--- config.mk ---
export PLATFORM = sky130hd
export DESIGN_NAME = usb_tx_serializer
export DESIGN_NICKNAME = d
export VERILOG_FILES = /design/src/rtl/usb_pkg.sv /design/src/rtl/usb_crc16_gen.sv /design/src/rtl/usb_tx_serializer.sv
export SDC_FILE = /design/constraint.sdc
export NUM_CORES = 1
export LEC_CHECK = 0
export CAP_MARGIN = 20
export CORE_MARGIN = 4
export CORE_UTILIZATION = 35
export DETAILED_ROUTE_END_ITERATION = 12
export GPL_ROUTABILITY_DRIVEN = 0
export RECOVER_POWER = 100
export SYNTH_ARGS = -nofsm -noshare
export SYNTH_HDL_FRONTEND = slang
export SYNTH_SLANG_ARGS = --single-unit
--- constraint.sdc ---
create_clock -name clk -period 2.92 [get_ports clk]
set_input_delay 0.438 -clock clk [delete_from_list [all_inputs] [get_ports clk]]
set_output_delay 0.438 -clock clk [all_outputs]
set_load 0.02 [all_outputs]
--- src/rtl/usb_pkg.sv ---
// Shared USB link definitions: PID codes, SYNC pattern, CRC16 constants,
// the transmit state encoding and a one-bit CRC16 update helper.
package usb_pkg;

  localparam logic [3:0] PID_OUT   = 4'b0001;
  localparam logic [3:0] PID_IN    = 4'b1001;
  localparam logic [3:0] PID_SETUP = 4'b1101;
  localparam logic [3:0] PID_DATA0 = 4'b0011;
  localparam logic [3:0] PID_DATA1 = 4'b1011;
  localparam logic [3:0] PID_ACK   = 4'b0010;
  localparam logic [3:0] PID_NAK   = 4'b1010;
  localparam logic [3:0] PID_STALL = 4'b1110;

  // Sent LSB first: seven zeros then a one.
  localparam logic [7:0] SYNC_PATTERN = 8'b1000_0000;

  localparam logic [15:0] CRC16_POLY     = 16'h8005;
  localparam logic [15:0] CRC16_INIT     = 16'hFFFF;
  localparam logic [15:0] CRC16_RESIDUAL = 16'h800D;

  localparam int STUFF_RUN = 6;

  typedef enum logic [2:0] {
    TX_IDLE,
    TX_SYNC,
    TX_PID,
    TX_DATA,
    TX_CRC,
    TX_EOP_SE0,
    TX_EOP_J
  } tx_state_t;

  function automatic logic [15:0] crc16_step(input logic [15:0] crc_in, input logic bit_in);
    logic fb;
    fb = crc_in[15] ^ bit_in;
    crc16_step = {crc_in[14:0], 1'b0} ^ (fb ? CRC16_POLY : 16'h0000);
  endfunction

endpackage

--- src/rtl/usb_crc16_gen.sv ---
// Serial USB CRC16 generator; one bit per enabled cycle, MSB-first LFSR.
// Shared between the transmit serializer and the receive checker.
import usb_pkg::*;

module usb_crc16_gen (
  input  logic        clk,
  input  logic        rst_l,
  input  logic        clear,
  input  logic        enable,
  input  logic        bit_in,
  output logic [15:0] crc
);

  always_ff @(posedge clk or negedge rst_l) begin
    if (!rst_l) begin
      crc <= CRC16_INIT;
    end else if (clear) begin
      crc <= CRC16_INIT;
    end else if (enable) begin
      crc <= crc16_step(crc, bit_in);
    end
  end

endmodule

--- src/rtl/usb_tx_serializer.sv ---
// USB transmit packet engine: SYNC, PID, optional payload and CRC16, then
// bit stuffing and NRZI onto dp/dm, terminated by SE0 EOP and a J cycle.
import usb_pkg::*;

module usb_tx_serializer #(
  parameter int DATA_BITS      = 64,
  parameter int EOP_SE0_CYCLES = 2
) (
  input  logic                 clk,
  input  logic                 rst_l,
  input  logic                 start,
  input  logic [3:0]           pid,
  input  logic                 has_data,
  input  logic [DATA_BITS-1:0] data,
  output logic                 busy,
  output logic                 done,
  output logic                 dp,
  output logic                 dm
);

  tx_state_t state_q, state_d, field_next;

  logic [6:0]           bit_cnt_q, bit_cnt_d, field_len;
  logic [2:0]           stuff_cnt_q, stuff_cnt_d, run_next;
  logic                 stuff_q;
  logic                 level_q;
  logic [3:0]           pid_q;
  logic                 has_data_q;
  logic [DATA_BITS-1:0] data_q;
  logic [15:0]          crc;

  logic raw_bit, tx_bit, line_level;
  logic serial, need_stuff, advance, last_bit, accept;

  assign accept = (state_q == TX_IDLE) && start;
  assign serial = (state_q == TX_SYNC) || (state_q == TX_PID) ||
                  (state_q == TX_DATA) || (state_q == TX_CRC);

  // The raw bit of the current field position; a stuff cycle overrides it with 0.
  always_comb begin
    raw_bit    = 1'b1;
    field_len  = 7'd8;
    field_next = TX_EOP_SE0;
    case (state_q)
      TX_SYNC: begin
        raw_bit    = SYNC_PATTERN[bit_cnt_q[2:0]];
        field_next = TX_PID;
      end
      TX_PID: begin
        raw_bit    = pid_q[bit_cnt_q[1:0]] ^ bit_cnt_q[2];
        field_next = has_data_q ? TX_DATA : TX_EOP_SE0;
      end
      TX_DATA: begin
        raw_bit    = data_q[0];
        field_len  = 7'(DATA_BITS);
        field_next = TX_CRC;
      end
      TX_CRC: begin
        raw_bit   = ~crc[4'd15 - bit_cnt_q[3:0]];
        field_len = 7'd16;
      end
      default: ;
    endcase
  end

  assign tx_bit     = raw_bit & ~stuff_q;
  assign line_level = tx_bit ? level_q : ~level_q;
  assign run_next   = tx_bit ? stuff_cnt_q + 3'd1 : 3'd0;
  assign need_stuff = serial && !stuff_q && raw_bit && (stuff_cnt_q == 3'(STUFF_RUN - 1));
  // A bit that completes a run of six holds the field position; the stuff cycle then advances it.
  assign advance    = serial && !need_stuff;
  assign last_bit   = (bit_cnt_q == field_len - 7'd1);
  assign stuff_cnt_d = advance ? run_next : 3'd0;

  always_ff @(posedge clk or negedge rst_l) begin
    if (!rst_l) begin
      state_q <= TX_IDLE;
    end else begin
      state_q <= state_d;
    end
  end

  always_comb begin
    state_d   = state_q;
    bit_cnt_d = bit_cnt_q;
    busy      = 1'b1;
    done      = 1'b0;
    dp        = 1'b1;
    dm        = 1'b0;
    unique case (state_q)
      TX_IDLE: begin
        busy = 1'b0;
        if (start) begin
          state_d   = TX_SYNC;
          bit_cnt_d = 7'd0;
        end
      end
      TX_SYNC, TX_PID, TX_DATA, TX_CRC: begin
        dp = line_level;
        dm = ~line_level;
        if (advance) begin
          if (last_bit) begin
            state_d   = field_next;
            bit_cnt_d = 7'd0;
          end else begin
            bit_cnt_d = bit_cnt_q + 7'd1;
          end
        end
      end
      TX_EOP_SE0: begin
        dp = 1'b0;
        dm = 1'b0;
        if (bit_cnt_q == 7'(EOP_SE0_CYCLES - 1)) begin
          state_d   = TX_EOP_J;
          bit_cnt_d = 7'd0;
        end else begin
          bit_cnt_d = bit_cnt_q + 7'd1;
        end
      end
      TX_EOP_J: begin
        done      = 1'b1;
        state_d   = TX_IDLE;
        bit_cnt_d = 7'd0;
      end
      default: begin
        state_d   = TX_IDLE;
        bit_cnt_d = 7'd0;
      end
    endcase
  end

  // Latched request fields, bit/stuff counters and the NRZI line level.
  always_ff @(posedge clk or negedge rst_l) begin
    if (!rst_l) begin
      pid_q       <= 4'd0;
      has_data_q  <= 1'b0;
      data_q      <= '0;
      bit_cnt_q   <= 7'd0;
      stuff_cnt_q <= 3'd0;
      stuff_q     <= 1'b0;
      level_q     <= 1'b1;
    end else begin
      if (accept) begin
        pid_q      <= pid;
        has_data_q <= has_data;
        data_q     <= data;
      end else if ((state_q == TX_DATA) && advance) begin
        data_q <= {1'b0, data_q[DATA_BITS-1:1]};
      end
      bit_cnt_q   <= bit_cnt_d;
      stuff_cnt_q <= stuff_cnt_d;
      stuff_q     <= need_stuff;
      level_q     <= serial ? line_level : 1'b1;
    end
  end

  usb_crc16_gen u_crc (
    .clk    (clk),
    .rst_l  (rst_l),
    .clear  (accept),
    .enable ((state_q == TX_DATA) && !stuff_q),
    .bit_in (data_q[0]),
    .crc    (crc)
  );

endmodule

==> results of run 1 <==
-- worst max-delay path: stages (launching register included) --
cell and delay (ns):
dfrtp_2 0.40, mux4_2 0.54, xnor2_2 0.15, o311a_1 0.34, a31o_4 0.24, a211o_1 0.24
nand3_2 0.08, buf_6 0.11
-- layout make-up --
type	instances	area (um^2)	share of cell area, %
flip-flops and latches	100	2520	38.5
multi-input cells	291	2490	37.9
repair buffers	98	968	14.8
clock buffers	11	233	3.55
well taps	184	230	3.51
clock inverters	5	61.3	0.934
inverters	15	56.3	0.858
-- kinds of logic after synthesis --
| kind of cell | after synthesis |
|---|---|
| AO/OA/AOI/OAI | 161 |
| XOR/XNOR | 5 |
| adder cells (fa/ha/maj) | 5 |
| buffers and inverters | 54 |
| flip-flops | 100 |
| multiplexers | 16 |
| AND/OR/NAND/NOR | 104 |
-- placed cells by master, fill, tap and decap left out, types with 11 or more instances in the layout --
| cell type | count |
|---|---|
| a2bb2oi_2 | 60 |
| buf_4 | 16 |
| clkdlybuf4s50_1 | 71 |
| dfrtp_1 | 82 |
| dfstp_2 | 17 |
| inv_1 | 14 |
| nand2_1 | 43 |
| nand3_1 | 21 |
| nor2_1 | 11 |
| o22ai_1 | 64 |
-- routing by layer --
layer | routed length (um) | vias up | share of wire, % | global-route usage (%)
met5 | 0 | - | 0 | 0
met3 | 643 | 16 | 5.4 | 4.42
li1 | - | 1838 | - | -
met4 | 157 | 0 | 1.3 | 4.54
met2 | 5610 | 72 | 47 | 22.4
met1 | 5430 | 1937 | 46 | 19.1
-- where the power goes --
part	switching [W]	internal, W	total, W
registers	0.000453	0.00206	0.00251
clock network	0.000513	0.000670	0.00118
logic	0.00149	0.00186	0.00335
total	0.00246	0.00459	0.00705
-- timing repair --
action                     in CTS  in global routing
gates resized for setup        17                  4
setup endpoints to repair       2                  3
pin swaps                       2                  1
setup buffers                   1                  0
-- path summary, 6_finish.rpt --
kind	endpoint	start	cells after the start	slack [ns]
setup / recovery	dp	bit_cnt_q[0]$_DFFE_PN0P_	7	0.03
min in group asynchronous	data_q[30]$_DFFE_PN0P_	rst_l	1	0.83
hold reg to reg	stuff_cnt_q[0]$_DFF_PN0_	stuff_cnt_q[0]$_DFF_PN0_	1	0.48
hold / removal	stuff_cnt_q[0]$_DFF_PN0_	stuff_cnt_q[0]$_DFF_PN0_	1	0.48
max in group asynchronous	bit_cnt_q[0]$_DFFE_PN0P_	rst_l	2	0.55
setup reg to reg	data_q[1]$_DFFE_PN0P_	bit_cnt_q[0]$_DFFE_PN0P_	8	0.18
-- through the flow --
stage	hold WS (ns)	worst slack [ns]	power, W
2_1_floorplan	0.142	0.285	0.00508
3_3_place_gp	0.464	-0.0615	0.00571
3_5_place_dp	0.473	-0.0757	0.00582
4_1_cts	0.0998	-0.0128	0.00708
5_1_grt	0.514	-0.0494	0.00751
6_report	0.483	0.0330	0.00705
-- state kept, by name, indices dropped and copies added (netlist names) --
signal / cells
state_q: 3
data_q: 64
level_q: 1
has_data_q: 1
u_crc.crc: 16
stuff_q: 1
pid_q: 4
stuff_cnt_q: 3
bit_cnt_q: 7
==> results.cfg, run 1 <==
[status]
status = finished with violations
violations = capacitance limit, slew limit

[synthesis]
ys_top_cells_by_area = dfrtp_1, a2bb2oi_2, dfstp_2
synth_top_area_cell = dfrtp_1
synth_top_family_by_area = compound AO/OA/AOI/OAI gates
synth_xor_area_share_pct = 1.10
synth_edf_count = 0
synth_top_area_share_pct = 39.6
synth.distinct_cells = 51
synth-seq-cells = 100
synthFlopType = dfrtp_1
synthMuxAreaShare_pct = 4.44
synth_fp_nets = 522
yosys.area_share.adder_pct = 1.19
async_flop_share_pct = 100
synth_most_common_cell = dfrtp_1
yosysWarnings = 0
ys_seq_area_share_pct = 48.2
synthCells = 445
syn_area_um2 = 5240
synth_compound_area_share_pct = 30.6
syn_area_per_cell_um2 = 11.8
synth_top_cells_by_count = dfrtp_1, o22ai_1, a2bb2oi_2, nand2_1
yosys.area_share.simple_pct = 9.29

[clocking]
clk_pin_slew_ns = 0.07
root_buffer = clkbuf_16
cts_inserted_buffers = 9
cts_sinks = 100
cts_buffer_depth = 2
cts_tree = yes
postCtsHoldBufs = 0
clkLatencyLatePin_ns = 0.34
htree_levels = 3

[floorplanning]
core_um2 = 14600
chipWidth_um = 130
dieHeight_um = 130
rows = 44
die-area_um2 = 17000
io_pins = 76
initial_core_util_pct = 35.9

[global_routing]
overflow = 0
grt_pass1_wl_mm = 19.6
antenna_found_initial = 0
grt_pass1_vias = 4005
grt_max_degree = 53
grt_use_total_pct = 14.3

[timing]
hold_violations = 0
finalMaxSlewViolations = 44
totalNegativeSetupSlack_ns = 0
fin_crit_ns = 2.89
worstMarginPinSlew_ns = 2.42
rsz0062_at_grt = yes
skew_ns = 0.00607
max_slew_margin_pct = -61.1
fmax_ghz = 0.346
setup_viol = 0
period_share_pct = 98.9

[drt]
wire_per_inst_um = 16.8
ant_nets = 0
dr_total_vias = 3863
wirelength_mm = 11.8
first_iter_violations = 205
drc = 0
via_per_inst = 5.49
dr.pass1.iters = 4

[critical_path]
cp-end-kind = output pin
crit_fanout = 3
critPathLaunchType = flip-flop
path_class = reg2out
crit_required_ns = 2.48
arrival_ns = 2.45

[final_layout]
final_area_um2 = 6560
n_antenna_cell = 0
area_growth_pct = 25.3
fillers = 1335
nets = 592
post-route-util_pct = 45.0
stdcell_count = 704
layout-drive-gt1-share_pct = 27.7

[placement]
place_area_um2 = 6220
placedCellCount = 687
dpl.hpwl_mm = 8.17
port_buffers = 75

[pwr]
leakagePower_nw = 2.53
ir_drop_uv = 430
powerDensity_nw_per_um2 = 1070

[worst_hold_path]
hold_class = reg2reg

[flow_run]
cap_violations = 1
No activity file was read; power rests on OpenSTA's default activity.
==> run 2, diff against run 1 <==
Settings changed: ABC_AREA from default to 1, CORE_MARGIN 4 to default.
==> run 2 against run 1 <==
Against the previous run: the run now ends clean; final cell count rose by 47%; first-iteration DRC count rose by 64%; design area rose by 3.7%; clock skew rose by 0.0012 ns; via count rose by 23%; critical path type unchanged; critical endpoint unchanged.
==> results.cfg, run 2 <==
[critical_path]
worst-path-buf-inv = 2
arrival_ns = 2.22
crit_required_ns = 2.48
reg2reg_to = data_q[13]$_DFFE_PN0P_
slowest_stage = dfrtp_1
r2r_setup_slack_ns = 0.38
critPathLaunchType = flip-flop
r2r-start = bit_cnt_q[1]$_DFFE_PN0P_
cp-end-kind = output pin
crit_fanout = 4
worstPathCellList = ha_1, ha_1, nand3_1, o21ai_1, nor2_1, nand2_1, inv_2, nand2_4, nand3b_1, nand2_1, a21oi_1, dlygate4sd2_1
max_stage_delay_ns = 0.42
r2r.worst_path.cells = 13
cp-startpoint = bit_cnt_q[0]$_DFFE_PN0P_
crit_family = adder cells
path_class = reg2out

[timing]
totalNegativeSetupSlack_ns = 0
fmax_ghz = 0.376
rsz0062_at_grt = no
period_share_pct = 91.2
max_slew_margin_pct = 7.35
hold_violations = 0
fin_crit_ns = 2.66
finalMaxSlewViolations = 0
skew_ns = 0.00724
fin_ws_ns = 0.258
setup_viol = 0
worstMarginPinSlew_ns = 1.39

[final_layout]
nets = 893
area_growth_pct = 20.4
largest-register = data_q
n_antenna_cell = 0
largest_register_ffs = 64
most-common-layout-cells = nand2_1, dfrtp_1, clkdlybuf4s50_1, nand3_1, nand3_2
layout-drive-gt1-share_pct = 10.8
final_common_cell = nand2_1
fillers = 1606
top_regs = data_q (64), u_crc.crc (16), bit_cnt_q (7)

[drt]
dr_total_vias = 4742
drc = 0
wirelength_mm = 12.2
wire_per_inst_um = 11.7
dr.pass1.iters = 4
via_per_inst = 4.57
ant_nets = 0
first_iter_violations = 336

[global_routing]
grt_pass1_vias = 4613
antenna_found_initial = 0
grt_max_degree = 84
overflow = 0
grt_use_total_pct = 16.2
grt_pass1_wl_mm = 21.4

[clocking]
cts_sinks = 100
cts_tree = yes
cts_inserted_buffers = 9
htree_levels = 3
root_buffer = clkbuf_16
clk_pin_slew_ns = 0.07
clkLatencyLatePin_ns = 0.35
cts_buffer_depth = 2

[status]
status = finished, final reports clean

[pwr]
powerDensity_nw_per_um2 = 951
ir_drop_uv = 375
leakagePower_nw = 3.53
p_sw_w = 0.00267
finalPower_w = 0.00647
intPower_w = 0.00380
p_clk_share_pct = 20.3
pwr-share-seq_pct = 36.5
p_comb_share_pct = 43.2
netSwitchingFraction_pct = 41.2

[synthesis]
synthCells = 767
synth_edf_count = 0
synth_fp_nets = 844
syn_area_per_cell_um2 = 7.37
ys_top_cells_by_area = dfrtp_1, nand2_1, dfstp_2
synth-seq-cells = 100
synth_top_area_share_pct = 36.8
synthFlopType = dfrtp_1
synth.distinct_cells = 32
ys_seq_area_share_pct = 44.7
synth_top_cells_by_count = nand2_1, dfrtp_1, nand3_1, nand3_2, inv_1
yosysWarnings = 0
syn_area_um2 = 5650
synth_top_area_cell = dfrtp_1
async_flop_share_pct = 100
synth_most_common_cell = nand2_1

[floorplanning]
core_um2 = 15800
dieHeight_um = 129
io_pins = 76
initial_core_util_pct = 35.7
rows = 46
die-area_um2 = 16700
chipWidth_um = 129

[flow_run]
cap_violations = 0

[placement]
dpl.hpwl_mm = 8.00
port_buffers = 75
dp_slack_ns = 0.359

[worst_hold_path]
hold_class = in2async
==> run 2: timing repair <==
item / 4_1_cts / 5_1_grt
setup endpoints to repair: 2 / 0
hold buffers: 0 / 0
gates resized for setup: 2 / 0
buffers inserted: 0 / 0
==> run 2: worst register-to-register path, delay by kind of cell, from the launching register on <==
kind,cells,cell delay [ns]
buffers and inverters,2,0.31
DFF,1,0.38
and+or+nand+nor,11,1.75
==> run 2: kinds of logic after synthesis <==
| logic type | synth area share, % |
|---|---|
| flip-flops | 44.7 |
| AND/OR/NAND/NOR | 41.6 |
| AO/OA/AOI/OAI | 3.81 |
| buffers and inverters | 7.46 |
| adder cells (fa/ha/maj) | 1.11 |
| XOR/XNOR | 1.39 |
==> run 2: worst max path at each step <==
stage,to,slack (ns),cells after the start
after floorplan,dp,0.80,11
after global placement,data_q[50]$_DFFE_PN0P_,0.38,13
after detailed placement,dp,0.36,12
after CTS,dp,0.25,12
after global routing,dp,0.03,13
final,dp,0.26,12
==> run 2: metal layers <==
metal / part of all wire, % / vias up / GRT usage, %
li1: - / 2489 / -
met1: 48 / 2171 / 21.4
met2: 47 / 69 / 26.4
met3: 3.9 / 13 / 3.80
met4: 1.2 / 0 / 4.78
met5: 0 / - / 0
==> run 2: area by class of cell <==
cell class	count	area (um^2)	share of cell area, %
clock buffer	12	279	4.10
inverter	35	134	1.97
clock inverter	4	51.3	0.754
sequential	100	2520	37.1
timing repair buffer	84	840	12.3
tap	216	270	3.97
multi-input combinational	586	2710	39.8
==> run 2: power groups by stage <==
stage          Combinational [W]  Clock, W  Sequential [W]
2_1_floorplan            0.00232         0         0.00228
3_3_place_gp             0.00285         0         0.00238
3_5_place_dp             0.00288         0         0.00238
4_1_cts                  0.00287   0.00136         0.00236
5_1_grt                  0.00327   0.00140         0.00243
6_report                 0.00280   0.00131         0.00236
==> run 2: through the flow <==
stage	hold WS, ns	util [%]	instances	instance area [um^2]
floorplan	0.142	-	767	5650
global placement	0.461	41.2	1021	6520
detailed placement	0.468	41.2	1021	6520
CTS	0.126	43.3	1037	6850
global route	0.418	43.0	1037	6800
finish	0.333	43.0	1037	6800
==> run 3, diff against run 2 <==
Settings changed: ABC_CLOCK_PERIOD_IN_PS from default to 2920, CTS_BUF_LIST from default to sky130_fd_sc_hd__clkbuf_8 sky130_fd_sc_hd__clkbuf_16.
==> run 3 against run 2 <==
Against the previous run: die area unchanged; hold slack lost 0.00075 ns; clock skew rose by 0.0011 ns; sequential power about the same; global-route usage stayed put; non-clock buffer count unchanged; final cell count is the same; critical path type unchanged.
==> results.cfg, run 3 (same netlist as run 2, synthesis figures left out) <==
[status]
status = finished, final reports clean

[drt]
wire_per_inst_um = 11.7
via_per_inst = 4.56
drc = 0
ant_nets = 0
wirelength_mm = 12.1
dr_total_vias = 4733
first_iter_violations = 334
dr.pass1.iters = 4

[final_layout]
area_growth_pct = 20.4
top_regs = data_q (64), u_crc.crc (16), bit_cnt_q (7)
layout-drive-gt1-share_pct = 10.8
nets = 893
largest-register = data_q
stdcell_count = 1037
final_common_cell = nand2_1
n_antenna_cell = 0
most-common-layout-cells = nand2_1, dfrtp_1, clkdlybuf4s50_1, nand3_1, nand3_2
largest_register_ffs = 64

[pwr]
powerDensity_nw_per_um2 = 950
leakagePower_nw = 3.53
ir_drop_uv = 374
finalPower_w = 0.00646

[timing]
setup_viol = 0
max_slew_margin_pct = 7.93
rsz0062_at_grt = no
skew_ns = 0.00830
totalNegativeSetupSlack_ns = 0
hold_violations = 0
fmax_ghz = 0.376
fin_ws_ns = 0.258
finalMaxSlewViolations = 0
worstMarginPinSlew_ns = 1.38
period_share_pct = 91.2
fin_crit_ns = 2.66

[flow_run]
cap_violations = 0

[placement]
dpl.hpwl_mm = 8.00
placedCellCount = 1021
port_buffers = 75
dp_slack_ns = 0.359

[clocking]
cts_inserted_buffers = 9
root_buffer = clkbuf_16
cts_buffer_depth = 2
cts_setup_buffers = 0
clk_pin_slew_ns = 0.07
cts_tree = yes
postCtsHoldBufs = 0
cts_sinks = 100
clkLatencyLatePin_ns = 0.35
htree_levels = 3

[critical_path]
crit_required_ns = 2.48
cp-startpoint = bit_cnt_q[0]$_DFFE_PN0P_
critPathLaunchType = flip-flop
path_class = reg2out
crit_fanout = 4
arrival_ns = 2.22
cp-end-kind = output pin
r2r-start = bit_cnt_q[1]$_DFFE_PN0P_

[floorplanning]
dieHeight_um = 129
io_pins = 76
rows = 46
die-area_um2 = 16700
chipWidth_um = 129
core_um2 = 15800
initial_core_util_pct = 35.7

[global_routing]
grt_max_degree = 84
overflow = 0
grt_use_total_pct = 16.2
grt_pass1_wl_mm = 21.4
grt_pass1_vias = 4613
antenna_found_initial = 0

[worst_hold_path]
hold_class = in2async
[run 3: cell count changes in the layout (fill, tap and decap cells not counted)]
cell and change:
inv_1 +1, clkbuf_1 -1
[run 3: final timing paths]
check,endpoint,slack (ns),cells past startpoint
setup / recovery,dp,0.26,12
hold / removal,data_q[61]$_DFFE_PN0P_,0.33,1
setup reg to reg,data_q[59]$_DFFE_PN0P_,0.39,13
hold reg to reg,stuff_cnt_q[0]$_DFF_PN0_,0.47,1
max in group asynchronous,data_q[41]$_DFFE_PN0P_,0.99,2
min in group clk,stuff_cnt_q[0]$_DFF_PN0_,0.47,1
[run 3: power breakdown]
part           switching, W  leakage [nW]  total, W  internal, W
Combinational       0.00177          2.10   0.00279      0.00103
Clock              0.000540         0.169   0.00131     0.000769
Sequential         0.000358          1.26   0.00236      0.00200
Total               0.00266          3.53   0.00646      0.00380
[run 3: what timing repair did]
| action | in CTS | in global routing |
|---|---|---|
| endpoints found under the setup margin | 2 | 0 |
| gates resized for setup | 2 | 0 |
| hold endpoints to repair | 0 | 0 |
[run 3: per-stage QoR]
stage / hold slack [ns] / area, um^2 / util [%]
after floorplan: 0.142 / 5650 / -
after global placement: 0.461 / 6520 / 41.2
after detailed placement: 0.468 / 6520 / 41.2
after CTS: 0.126 / 6850 / 43.3
after global routing: 0.418 / 6800 / 43.0
final: 0.332 / 6800 / 43.0
[run 3: critical path, cell delays in order (launching register included)]
cell and delay (ns):
dfrtp_1 0.42, ha_1 0.25, ha_1 0.20, nand3_1 0.07, o21ai_1 0.06, nor2_1 0.08, nand2_1 0.07, inv_2 0.06
nand2_4 0.05, nand3b_1 0.08, nand2_1 0.07, a21oi_1 0.12, dlygate4sd2_1 0.35
[run 3: per-layer routing]
layer	vias to the layer above	global-route usage [%]	wire [um]
met1	2158	21.4	5890
li1	2488	-	-
met2	74	26.4	5580
met5	-	0	0
met3	13	3.80	475
met4	0	4.78	148
[run 3: layout make-up]
| class | instances | area (um^2) |
|---|---|---|
| Fill cell | 1606 | 9020 |
| Multi-Input combinational cell | 586 | 2710 |
| Sequential cell | 100 | 2520 |
| Timing Repair Buffer | 84 | 840 |
| Clock buffer | 11 | 275 |
| Tap cell | 216 | 270 |
| Inverter | 35 | 134 |
| Clock inverter | 5 | 55.1 |
